[config.mk]
export PLATFORM = sky130hd
export DESIGN_NAME = process_scheduler
export DESIGN_NICKNAME = d
export VERILOG_FILES = /design/src/rtl/process_scheduler.sv
export SDC_FILE = /design/constraint.sdc
export NUM_CORES = 1
export LEC_CHECK = 0
export BUFFER_PORTS_ARGS = -buffer_cell sky130_fd_sc_hd__buf_2
export CAP_MARGIN = 5
export CORE_ASPECT_RATIO = 1.75
export CORE_MARGIN = 8
export CORE_UTILIZATION = 55
export CTS_BUF_LIST = sky130_fd_sc_hd__clkbuf_2 sky130_fd_sc_hd__clkbuf_4 sky130_fd_sc_hd__clkbuf_8
export CTS_CLUSTER_DIAMETER = 30
export DETAILED_ROUTE_END_ITERATION = 8
export GPL_ROUTABILITY_DRIVEN = 0
export PLACE_DENSITY = 0.76
export SETUP_SLACK_MARGIN = 0.02
export SYNTH_ARGS = -nofsm -noshare
export SYNTH_HDL_FRONTEND = slang
export SYNTH_SLANG_ARGS = --single-unit
[constraint.sdc]
create_clock -name clock_i -period 3.5 [get_ports clock_i]
set_input_delay 0.35 -clock clock_i [delete_from_list [all_inputs] [get_ports clock_i]]
set_output_delay 0.35 -clock clock_i [all_outputs]
set_load 0.05 [all_outputs]
[src/rtl/process_scheduler.sv]
// Round-robin time-slice scheduler: tracks per-process saved PCs and forces PC loads
// on dispatch, quantum expiry and return to OS code.
module process_scheduler #(
   parameter int unsigned NPROC   = 4,
   parameter int unsigned IDW     = 2,
   parameter int unsigned PC_W    = 10,
   parameter int unsigned QUANTUM = 16
) (
   input  logic            clock_i,
   input  logic            reset_i,
   input  logic            create_en_i,
   input  logic [IDW-1:0]  create_id_i,
   input  logic [PC_W-1:0] create_pc_i,
   input  logic            exec_start_i,
   input  logic            end_proc_i,
   input  logic            halt_i,
   input  logic [PC_W-1:0] curr_pc_i,
   output logic            pc_load_o,
   output logic [PC_W-1:0] pc_load_val_o,
   output logic [IDW-1:0]  proc_id_o,
   output logic            os_mode_o,
   output logic            busy_o
);

   localparam int unsigned QW = $clog2(QUANTUM);
   localparam logic [QW-1:0] QLast = QW'(QUANTUM - 1);

   typedef enum logic [2:0] {StOs, StSelect, StLoad, StRun, StSave, StReturn} state_e;

   state_e                      state_q, state_d;
   logic [NPROC-1:0]            valid_q, valid_d;
   logic [NPROC-1:0][PC_W-1:0]  saved_pc_q, saved_pc_d;
   logic [PC_W-1:0]             os_pc_q, os_pc_d;
   logic [IDW-1:0]              last_id_q, last_id_d;
   logic [IDW-1:0]              proc_id_q, proc_id_d;
   logic [QW-1:0]               qcnt_q, qcnt_d;
   logic                        os_mode_q, os_mode_d;

   logic                        sel_hit;
   logic [IDW-1:0]              sel_id;

   // Search starts just after the last dispatched slot; i == NPROC wraps back onto it.
   always_comb begin
      sel_hit = 1'b0;
      sel_id  = last_id_q;
      for (int unsigned i = 1; i <= NPROC; i++) begin
         if (!sel_hit && valid_q[last_id_q + IDW'(i)]) begin
            sel_hit = 1'b1;
            sel_id  = last_id_q + IDW'(i);
         end
      end
   end

   always_comb begin
      state_d    = state_q;
      valid_d    = valid_q;
      saved_pc_d = saved_pc_q;
      os_pc_d    = os_pc_q;
      last_id_d  = last_id_q;
      proc_id_d  = proc_id_q;
      qcnt_d     = qcnt_q;
      os_mode_d  = os_mode_q;

      unique case (state_q)
         StOs: begin
            if (exec_start_i) begin
               os_pc_d = curr_pc_i + PC_W'(1);
               state_d = StSelect;
            end
         end
         StSelect: begin
            if (sel_hit) begin
               proc_id_d = sel_id;
               last_id_d = sel_id;
               state_d   = StLoad;
            end else begin
               state_d = StReturn;
            end
         end
         StLoad: begin
            qcnt_d    = '0;
            os_mode_d = 1'b0;
            state_d   = StRun;
         end
         StRun: begin
            if (end_proc_i) begin
               valid_d[proc_id_q] = 1'b0;
               state_d            = StSelect;
            end else if (!halt_i) begin
               qcnt_d = qcnt_q + QW'(1);
               if (qcnt_q == QLast) state_d = StSave;
            end
         end
         StSave:   state_d = StSelect;
         StReturn: begin
            os_mode_d = 1'b1;
            state_d   = StOs;
         end
         default:  state_d = StOs;
      endcase

      // Create overrides an end_proc clear; a SAVE write overrides create.
      if (create_en_i) begin
         valid_d[create_id_i]    = 1'b1;
         saved_pc_d[create_id_i] = create_pc_i;
      end
      if (state_q == StSave) saved_pc_d[proc_id_q] = curr_pc_i;
   end

   always_ff @(posedge clock_i) begin
      if (reset_i) begin
         state_q    <= StOs;
         valid_q    <= '0;
         saved_pc_q <= '0;
         os_pc_q    <= '0;
         last_id_q  <= IDW'(NPROC - 1);
         proc_id_q  <= '0;
         qcnt_q     <= '0;
         os_mode_q  <= 1'b1;
      end else begin
         state_q    <= state_d;
         valid_q    <= valid_d;
         saved_pc_q <= saved_pc_d;
         os_pc_q    <= os_pc_d;
         last_id_q  <= last_id_d;
         proc_id_q  <= proc_id_d;
         qcnt_q     <= qcnt_d;
         os_mode_q  <= os_mode_d;
      end
   end

   always_comb begin
      pc_load_o     = 1'b0;
      pc_load_val_o = '0;
      busy_o        = 1'b0;
      unique case (state_q)
         StLoad: begin
            pc_load_o     = 1'b1;
            pc_load_val_o = saved_pc_q[proc_id_q];
            busy_o        = 1'b1;
         end
         StReturn: begin
            pc_load_o     = 1'b1;
            pc_load_val_o = os_pc_q;
            busy_o        = 1'b1;
         end
         StSave, StSelect: busy_o = 1'b1;
         default: ;
      endcase
   end

   assign proc_id_o = proc_id_q;
   assign os_mode_o = os_mode_q;

endmodule

==> metrics.md <==
| Metric | Value |
|---|---|
| Share of post-route cells with drive strength above 1 | `21.6%` |
| IO Port Bufs | `42` |
| Avg Inst Size Synth | `9.38 sq um` |
| Placed insts | `479` |
| Multi-input logic area | `2060 sq um` |
| Leak | `1.60 nW` |
| Area of the mapped netlist | `3600 sq um` |
| Status | `finished clean` |
| Clk_skew | `0.00500 ns` |
| Vias in the first global route | `2952` |
| Synth async-reset ratio | `0%` |
| Crit path kind | `reg -> out` |
| Worst r2r path cells | `2` |
| Final setup viols | `0` |
| Clock-pin slew on the worst setup and hold paths | `0.06 ns` |
| Die Width | `77.2 microns` |
| Hold_sp | `curr_pc_i[0]` |
| Max-slew headroom | `40.1%` |
| Post-Syn Nets | `414` |
| VDD IR max | `0.230 mV` |
| Crit path required time | `3.15 ns` |
| Die height | `123 microns` |
| Final Critical Period | `2.60 ns` |
| PwrDens | `444 nW/um^2` |
| Hold Path Class | `in -> reg` |
| Core region area | `6440 sq um` |
| GRT Resource Usage Total | `19.1%` |
| Slowest CP cell | `dfxtp_1` |
| Cells after synthesis | `384` |
| Clk sinks | `66` |
| Fillers | `585` |
| CTS tree | `yes` |
| Yosys cell types | `46` |
| Part of the Yosys area used for sequential elements | `36.7%` |
| Pre-CTS setup slack | `1.26 ns` |
| Drt first pass iters | `4` |
| Cell class contributing the biggest share of worst-path delay | `flip-flops` |
| Deepest clock path buffer count | `2` |
| First-pass GRT wire length | `14500 microns` |
| NumNets Final | `438` |
| Largest net degree at the start of global routing | `43` |
| Yosys warning total | `0` |
| Via-per-instance ratio | `6.03` |
| Flop-to-flop setup slack | `1.34 ns` |
| Num CTS Buffers | `9` |
| Post-Layout Cell Count | `494` |
| Hold buffer count at cts | `0` |
| CP arrival | `2.25 ns` |
| Syn-to-layout area delta | `9.66%` |
| Critical Path Fanout Max | `12` |
| RSZ-0062 raised after global routing | `no` |
| Initial Util | `55.9%` |
| Number of H-tree levels | `3` |
| Drt drc | `0` |
| Crit path cell chain | `buf_4 > mux4_2 > a22o_1 > buf_2` |
| Post-layout power | `1.75 mW` |
| End of the worst register-to-register path | `saved_pc_q[20]` |
| Antenna-violating nets left | `0` |
| Fin crit share | `74.4%` |
| N_diodes | `0` |
| Starting DRT DRC Count | `156` |
| Most frequent cells in the layout | `66 x nor2_1, 66 x dfxtp_1, 48 x a211oi_1` |
| Synth Register Bits | `66` |
| Post-CTS sizing | `0` |
| Routed len/inst | `18.2 microns` |
| Hold Path Sink | `os_pc_q[0]` |
| Io pins | `43` |
| Ys flop type | `dfxtp_1` |
| Worst Tran Pin Value | `0.895 ns` |
| Drt total wl | `8970 microns` |
| Final TNS setup | `0 ns` |
| Setup ws final | `0.896 ns` |
| Number of max-cap violations | `0` |
| Die area | `9490 sq um` |
| Crit start category | `register` |
| Worst path buffer plus inverter count | `2` |
| FP Rows | `39` |
| EDFF count, synth | `0` |
| RR Startpoint | `proc_id_o[1]` |
| Dpl hpwl | `6390 microns` |
| Skew-Pair Late Insertion Delay | `0.34 ns` |
| Final hold violation count | `0` |
| Slowest stage delay, CP | `0.63 ns` |
| Fmax | `384 MHz` |
| Root Driver | `clkbuf_8` |
| Count of final max-slew check failures | `0` |
| Post CTS Setup Buffer Count | `0` |
| Vias | `2979` |
| Grt total ovfl | `0` |
| CP Capture Type | `output pin` |
| Worst hold path cell count | `2` |
| Initial antenna violation count | `0` |
| Sequential cell area | `1320 sq um` |
cells by family (layout without fill, tap and decap cells):
logic type               after synthesis  after routing  share of synthesized area (%)
AND/OR/NAND/NOR                      119            119                           17.2
AO/OA/AOI/OAI                         89             89                           18.2
flip-flops                            66             66                           36.7
multiplexers                          54             54                           18.5
buffers and inverters                 43             71                           6.05
XOR/XNOR                              11             11                           2.68
adder cells (fa/ha/maj)                2              2                          0.695
stage by stage:
step | utilization, % | hold WS [ns] | instance area (sq um)
2_1_floorplan | - | 0.446 | 3600
3_3_place_gp | 58.6 | 0.489 | 3770
3_5_place_dp | 58.6 | 0.493 | 3770
4_1_cts | 61.3 | 0.306 | 3950
5_1_grt | 61.3 | 0.321 | 3950
6_report | 61.3 | 0.318 | 3950
flip-flops by register name, indices dropped and copies added, names as in the netlist:
register / flops
last_id_q: 2
os_mode_o: 1
os_pc_q: 10
proc_id_o: 2
qcnt_q: 4
saved_pc_q: 40
state_q: 3
valid_q: 4
where the power goes:
group	total (mW)	internal [mW]	switching [mW]
Combinational	0.322	0.134	0.188
Sequential	0.861	0.804	0.0571
Clock	0.572	0.296	0.276
metal layers:
metal | GRT usage (%) | up-vias | routed length, microns
li1 | - | 1457 | -
met3 | 3.86 | 14 | 331
met1 | 20.6 | 1437 | 3780
met4 | 10.2 | 0 | 206
met5 | 0 | - | 0
met2 | 34.5 | 71 | 4650
how the worst max path moves through the flow:
stage	from	end	slack, ns	cells past startpoint
6_report	proc_id_o[0]	pc_load_val_o[3]	0.90	4
3_3_place_gp	proc_id_o[0]	pc_load_val_o[2]	1.32	4
2_1_floorplan	proc_id_o[1]	pc_load_val_o[0]	1.23	4
3_5_place_dp	proc_id_o[0]	pc_load_val_o[3]	1.26	4
5_1_grt	proc_id_o[0]	pc_load_val_o[3]	0.80	4
4_1_cts	proc_id_o[0]	pc_load_val_o[3]	0.86	4
cells in the mapped netlist, drive strengths merged (6+ instances only):
cell type,count,area (sq um)
a21oi,14,70.1
a22o,10,87.6
mux4,10,225
buf,25,149
xnor2,9,78.8
nand3,6,35.0
nor3,7,45.0
nand2,12,45.0
a211oi,49,373
mux2i,44,440
nand2b,6,37.5
inv,7,26.3
nor2,66,248
clkbuf,11,42.5
dfxtp,66,1320
final cells by class:
cell class / count / share of cell area (%)
Multi-Input combinational cell: 275 / 52.2
Sequential cell: 66 / 33.5
Timing Repair Buffer: 49 / 6.65
Clock buffer: 12 / 4.02
Tap cell: 82 / 2.60
Inverter: 7 / 0.665
Clock inverter: 3 / 0.380
Note: power is estimated with default switching activity, not from simulation.
